### src/rtl/axil_read_slave.sv
// AXI4-Lite read-channel responder (AR/R slave).
// Accepts one read at a time, decodes it against [ADDR_LO, ADDR_HI], strobes a
// simple user-side register read port and returns the user data on R. Reads
// outside the window are answered with DECERR without touching the user port;
// a user port that stays silent for TIMEOUT cycles is answered with SLVERR.
module axil_read_slave #(
    parameter logic [31:0] ADDR_LO = 32'h0000_0000,
    parameter logic [31:0] ADDR_HI = 32'h0000_0FFF,
    parameter int unsigned TIMEOUT = 16
) (
    input  logic        s_axi_aclk,
    input  logic        s_axi_aresetn,
    // AR channel
    input  logic [31:0] s_axi_araddr,
    input  logic        s_axi_arvalid,
    output logic        s_axi_arready,
    // R channel
    output logic [31:0] s_axi_rdata,
    output logic [1:0]  s_axi_rresp,
    output logic        s_axi_rvalid,
    input  logic        s_axi_rready,
    // user register read port
    output logic [31:0] usr_raddr,
    output logic        usr_rreq,
    input  logic [31:0] usr_rdata,
    input  logic        usr_rdv,
    // status
    output logic [15:0] err_cnt
);

    typedef enum logic [1:0] {
        ST_IDLE,
        ST_WAIT,
        ST_RESP
    } state_t;

    localparam logic [1:0]  RESP_OKAY   = 2'b00;
    localparam logic [1:0]  RESP_SLVERR = 2'b10;
    localparam logic [1:0]  RESP_DECERR = 2'b11;

    // Counter value on the last WAIT cycle before giving up (TIMEOUT <= 255).
    localparam logic [7:0]  CNT_LAST    = 8'(TIMEOUT - 1);

    // Window width; an address is inside when (addr - ADDR_LO) <= SPAN using
    // wrapping unsigned arithmetic, which also behaves when ADDR_LO is zero.
    localparam logic [31:0] SPAN        = ADDR_HI - ADDR_LO;

    state_t      state_q,     state_d;
    logic        arready_q,   arready_d;
    logic        rvalid_q,    rvalid_d;
    logic [31:0] rdata_q,     rdata_d;
    logic [1:0]  rresp_q,     rresp_d;
    logic [31:0] usr_raddr_q, usr_raddr_d;
    logic        usr_rreq_q,  usr_rreq_d;
    logic [7:0]  cnt_q,       cnt_d;
    logic [15:0] err_cnt_q,   err_cnt_d;

    logic        addr_hit;
    logic        err_load;

    assign addr_hit = ((s_axi_araddr - ADDR_LO) <= SPAN);

    // Next-state and registered-output logic for the single-outstanding FSM.
    always_comb begin
        state_d     = state_q;
        arready_d   = arready_q;
        rvalid_d    = rvalid_q;
        rdata_d     = rdata_q;
        rresp_d     = rresp_q;
        usr_raddr_d = usr_raddr_q;
        usr_rreq_d  = 1'b0;
        cnt_d       = cnt_q;
        err_load    = 1'b0;

        case (state_q)
            ST_IDLE: begin
                if (arready_q && s_axi_arvalid) begin
                    usr_raddr_d = s_axi_araddr;
                    arready_d   = 1'b0;
                    if (addr_hit) begin
                        usr_rreq_d = 1'b1;
                        cnt_d      = 8'd0;
                        state_d    = ST_WAIT;
                    end else begin
                        rdata_d  = 32'd0;
                        rresp_d  = RESP_DECERR;
                        rvalid_d = 1'b1;
                        err_load = 1'b1;
                        state_d  = ST_RESP;
                    end
                end else begin
                    // Also raises arready on the first edge after reset.
                    arready_d = 1'b1;
                end
            end

            ST_WAIT: begin
                // Data arriving on the final timeout cycle still wins.
                if (usr_rdv) begin
                    rdata_d  = usr_rdata;
                    rresp_d  = RESP_OKAY;
                    rvalid_d = 1'b1;
                    state_d  = ST_RESP;
                end else if (cnt_q == CNT_LAST) begin
                    rdata_d  = 32'd0;
                    rresp_d  = RESP_SLVERR;
                    rvalid_d = 1'b1;
                    err_load = 1'b1;
                    state_d  = ST_RESP;
                end else begin
                    cnt_d = cnt_q + 8'd1;
                end
            end

            ST_RESP: begin
                // R payload is held until the master takes it.
                if (s_axi_rready) begin
                    rvalid_d  = 1'b0;
                    arready_d = 1'b1;
                    state_d   = ST_IDLE;
                end
            end

            default: begin
                state_d   = ST_IDLE;
                arready_d = 1'b0;
                rvalid_d  = 1'b0;
            end
        endcase

        err_cnt_d = err_cnt_q;
        if (err_load && (err_cnt_q != 16'hFFFF)) begin
            err_cnt_d = err_cnt_q + 16'd1;
        end
    end

    // State and output registers; async reset discards any pending response.
    always_ff @(posedge s_axi_aclk or negedge s_axi_aresetn) begin
        if (!s_axi_aresetn) begin
            state_q     <= ST_IDLE;
            arready_q   <= 1'b0;
            rvalid_q    <= 1'b0;
            rdata_q     <= 32'd0;
            rresp_q     <= RESP_OKAY;
            usr_raddr_q <= 32'd0;
            usr_rreq_q  <= 1'b0;
            cnt_q       <= 8'd0;
            err_cnt_q   <= 16'd0;
        end else begin
            state_q     <= state_d;
            arready_q   <= arready_d;
            rvalid_q    <= rvalid_d;
            rdata_q     <= rdata_d;
            rresp_q     <= rresp_d;
            usr_raddr_q <= usr_raddr_d;
            usr_rreq_q  <= usr_rreq_d;
            cnt_q       <= cnt_d;
            err_cnt_q   <= err_cnt_d;
        end
    end

    assign s_axi_arready = arready_q;
    assign s_axi_rvalid  = rvalid_q;
    assign s_axi_rdata   = rdata_q;
    assign s_axi_rresp   = rresp_q;
    assign usr_raddr     = usr_raddr_q;
    assign usr_rreq      = usr_rreq_q;
    assign err_cnt       = err_cnt_q;

endmodule

### config.mk
export PLATFORM = sky130hd
export DESIGN_NAME = axil_read_slave
export DESIGN_NICKNAME = d
export VERILOG_FILES = /design/src/rtl/axil_read_slave.sv
export SDC_FILE = /design/constraint.sdc
export NUM_CORES = 1
export LEC_CHECK = 0
export ABC_AREA = 1
export CAP_MARGIN = 20
export CORE_MARGIN = 2
export CORE_UTILIZATION = 42
export CTS_BUF_LIST = sky130_fd_sc_hd__clkbuf_8
export CTS_CLUSTER_DIAMETER = 100
export CTS_CLUSTER_SIZE = 8
export DETAILED_ROUTE_END_ITERATION = 12
export PLACE_DENSITY_LB_ADDON = 0.25
export SKIP_LAST_GASP = 1
export SLEW_MARGIN = 15
export SYNTH_ARGS = -nofsm -noshare
export SYNTH_HDL_FRONTEND = slang
export SYNTH_SLANG_ARGS = --single-unit
### constraint.sdc
create_clock -name s_axi_aclk -period 1.64 [get_ports s_axi_aclk]
set_clock_uncertainty 0.2 [all_clocks]
set_input_delay 0.328 -clock s_axi_aclk [delete_from_list [all_inputs] [get_ports s_axi_aclk]]
set_output_delay 0.328 -clock s_axi_aclk [all_outputs]
set_load 0.01 [all_outputs]
==> summary.md <==
| Metric | Value |
|---|---|
| Crit path time final | 1.826 ns |
| Max-cap check violation count | 0 |
| Ys async rst share | 100.0% |
| Failing checks | negative setup slack |
| Synth top area share | about 55% |
| Reg-to-Reg Start | cnt_q[0]$_DFFE_PN0P_ |
| RSZ-0062 raised after global routing | true |
| Fin. Hold Viols | 0 |
| CP Max Fanout | 9 |
| Avg Inst Size Synth | 8.114 sq um |
| Input/output buffers | between 150 and 200 |
| Worst r2r path cells | 11 |
| Filler cell count | roughly 800 |
| CP endpoint | s_axi_rdata[4]$_DFFE_PN0P_ |
| Post-DRT Antenna Nets | 0 |
| Syn nets | 603 |
| Area of the multi-input gates | about 2000 sq um |
| Largest net degree at the start of global routing | 43 |
| #FFs+latches synth | 95 |
| Setup-failing EPs final | between 60 and 70 |
| Cells after Synth | ~530 |
| Largest area contributor in the netlist | dfrtp_1 |
| Core area | 10140 sq um |
| FMAX | between 0.5 and 0.6 GHz |
| Gp weighted congestion | around 0.8 |
| Clk slew on worst S/H paths | 0.10 ns |
| Drt first pass iters | 5 |
| Height of the die | about 110 um |
| Die area | around 11000 sq um |
| Die extent in x | approximately 110 um |
| Commonest cells in the synthesized netlist | 278 x nand2_1, 95 x dfrtp_1, 37 x nor2_1 |
| R2R Path End | s_axi_rdata[4]$_DFFE_PN0P_ |
| Status | complete, but fails checks |
| Worst vdd ir | 0.0006883 V |
| Ranking of synthesized cells by area | dfrtp_1 55%, nand2_1 24%, nand3_1 3.4%, nor2_1 3.2%, inv_1 1.8% |
| Setup ws final | -0.1864 ns |
| Fin nets | ~840 |
| Worst endpoint data arrival time | ~1.9 ns |
| DRT Wirelength | 13.18 mm |
| Max Slew Vio Count | 0 |
| Seq/Total Area, Yosys | about 55% |
| # rows | 37 |
| Post-DP HPWL | 7.962 mm |
| Cell Pwr Density | about 1300 nW/um^2 |
| Routed wire per std cell | around 14 um |
| Worst Setup Start Kind | register |
| Leak | between 0.003 and 0.004 uW |
| Number of enable flip-flop cells after synthesis | 0 |
| Antenna violations before repair | 0 |
| Vias in the first global route | 4235 |
| DRC errors left | 0 |
| Worst setup path startpoint | cnt_q[0]$_DFFE_PN0P_ |
| Post-synth cell types | 27 |
| Fin crit share | 111.4% |
| First-pass GRT wire length | a little over 20 mm |
| H-tree depth | 3 |
| Hold Crit Class | in -> async |
| Register Area | around 2400 sq um |
| Crit Path Class | reg -> reg |
| Element type at the critical path end | register |
| Synth warn | 0 |
| Boundary pin count | about 150 |
| DP Area | between 6000 and 7000 sq um |
| Clock Latency Late Sink | 0.36 ns |
| Final Cell Area | around 7000 sq um |
| Most frequent cell after synthesis | nand2_1 |
| All-Layer GR Usage | approximately 22% |
| Vias per cell | about 4.8 |
| Clk sink count | between 90 and 100 |
| Total overflow reported by the global router | 0 |
| Initial Util | 42.58% |
| CTS Root Cell | clkbuf_8 |
| Via count | ~4400 |
| Cts bufs inserted | 9 |
| Synth Cell Area | around 4300 sq um |
| Ys flop type | dfrtp_1 |
| Pre-CTS setup slack | -0.4948 ns |
| Area grow syn2layout | 64.15% |
| Actual slew at the worst max-slew pin | 0.4648 ns |
| Reg2reg setup slack | -0.19 ns |
| Layout cells sized above 1 | around 25% |
| Worst rel slew slack | 68.84% |
| DR iter-0 viols | 301 |
| Diodes inserted | 0 |
| CTS tree | built |
| Max Buffers Root-to-Sink | 2 |
| Required time of the critical path | between 1.5 and 2 ns |
[cell usage in the layout (no fill, tap or decap), drive strengths merged, types with 2 or more instances in the layout]
cell,n
xnor2,7
dfrtp,95
clkdlybuf4s50,67
clkdlybuf4s15,2
nor2,40
nand4,4
buf,86
ha,2
nand2,291
xor2,7
clkinvlp,5
nand3,30
inv,26
dlygate4sd2,79
o21ai,13
clkbuf,16
nor3,4
[critical path, stage by stage (launching register included)]
cell and delay [ns]:
dfrtp_1 0.42, ha_4 0.18, nand2_4 0.06, inv_4 0.06, nand2_4 0.06, o21ai_2 0.13
nand2_2 0.09, nor2_4 0.10, nand2_4 0.13, clkbuf_16 0.20, nand2_1 0.06, nand2_1 0.05
[routing by layer]
layer / track usage (%) / vias to the layer above / wire length (um)
met1: 29.54 / 2045 / 5700
met2: 35.85 / 190 / 6361
li1: - / 2122 / -
met5: 0 / - / 0
met3: 6.679 / 12 / 995
met4: 5.143 / 0 / 122
[kinds of logic (layout without fill, tap and decap cells)]
kind of cell / count (synthesis) / in the layout / synth area share (%)
adder cells (fa/ha/maj): 2 / 2 / 0.5796
buffers and inverters: 41 / 282 / 4.841
AND/OR/NAND/NOR: 367 / 371 / 34.81
AO/OA/AOI/OAI: 13 / 13 / 1.855
flip-flops: 95 / 95 / 55.07
XOR/XNOR: 14 / 14 / 2.841
[final cells by class]
class                           instances  share of cell area, %
Sequential cell                        95                  33.64
Timing Repair Buffer                  242                  31.49
Multi-Input combinational cell        400                  28.71
Tap cell                              136                  2.402
Clock buffer                            9                  1.748
Inverter                               24                  1.307
Clock inverter                          7                 0.7063
[flip-flops by register name (all words and copies together), names as in the netlist]
name           count
err_cnt           16
s_axi_rdata       32
s_axi_rvalid       1
usr_rreq           1
state_q            2
usr_raddr         32
cnt_q              8
s_axi_arready      1
s_axi_rresp        2
[stage by stage]
| step | hold WS [ns] | cells | setup TNS [ns] | total power, uW | util, % |
|---|---|---|---|---|---|
| floorplan | -0.1676 | 532 | -1.486 | 5180 | - |
| global placement | -0.005214 | 849 | -25.03 | 7112 | 62.19 |
| detailed placement | -0.005678 | 849 | -26.36 | 7193 | 62.19 |
| CTS | 0.1369 | 896 | -5.751 | 8576 | 66.52 |
| global route | 0.1558 | 913 | -13.94 | 9836 | 69.89 |
| finish | 0.1622 | 913 | -9.223 | 9243 | 69.89 |
[power breakdown]
group | total [uW] | internal, uW | switching, uW
Sequential | 3400 | 3010 | 391
Clock | 1410 | 551 | 861
Combinational | 4430 | 2110 | 2320
Total | 9240 | 5670 | 3570
[worst min-delay path by stage]
stage | from | end | depth (start not counted) | slack [ns]
2_1_floorplan | s_axi_aresetn | cnt_q[0]$_DFFE_PN0P_ | 0 | -0.17
3_3_place_gp | s_axi_aresetn | usr_raddr[1]$_DFFE_PN0P_ | 1 | -0.005
3_5_place_dp | s_axi_aresetn | usr_raddr[6]$_DFFE_PN0P_ | 1 | -0.006
4_1_cts | s_axi_aresetn | cnt_q[3]$_DFFE_PN0P_ | 2 | 0.14
5_1_grt | s_axi_aresetn | cnt_q[3]$_DFFE_PN0P_ | 2 | 0.16
6_report | s_axi_aresetn | cnt_q[3]$_DFFE_PN0P_ | 2 | 0.16
[what timing repair did]
item | CTS | global route
pin swaps | 4 | 15
gates cloned | 4 | 5
resized for setup | 119 | 60
hold buffers | 1 | 0
endpoints found under the hold margin | 95 | 0
buffers inserted | 26 | 12
setup endpoints to repair | 145 | 95
Note: power is estimated with default switching activity, not from simulation.
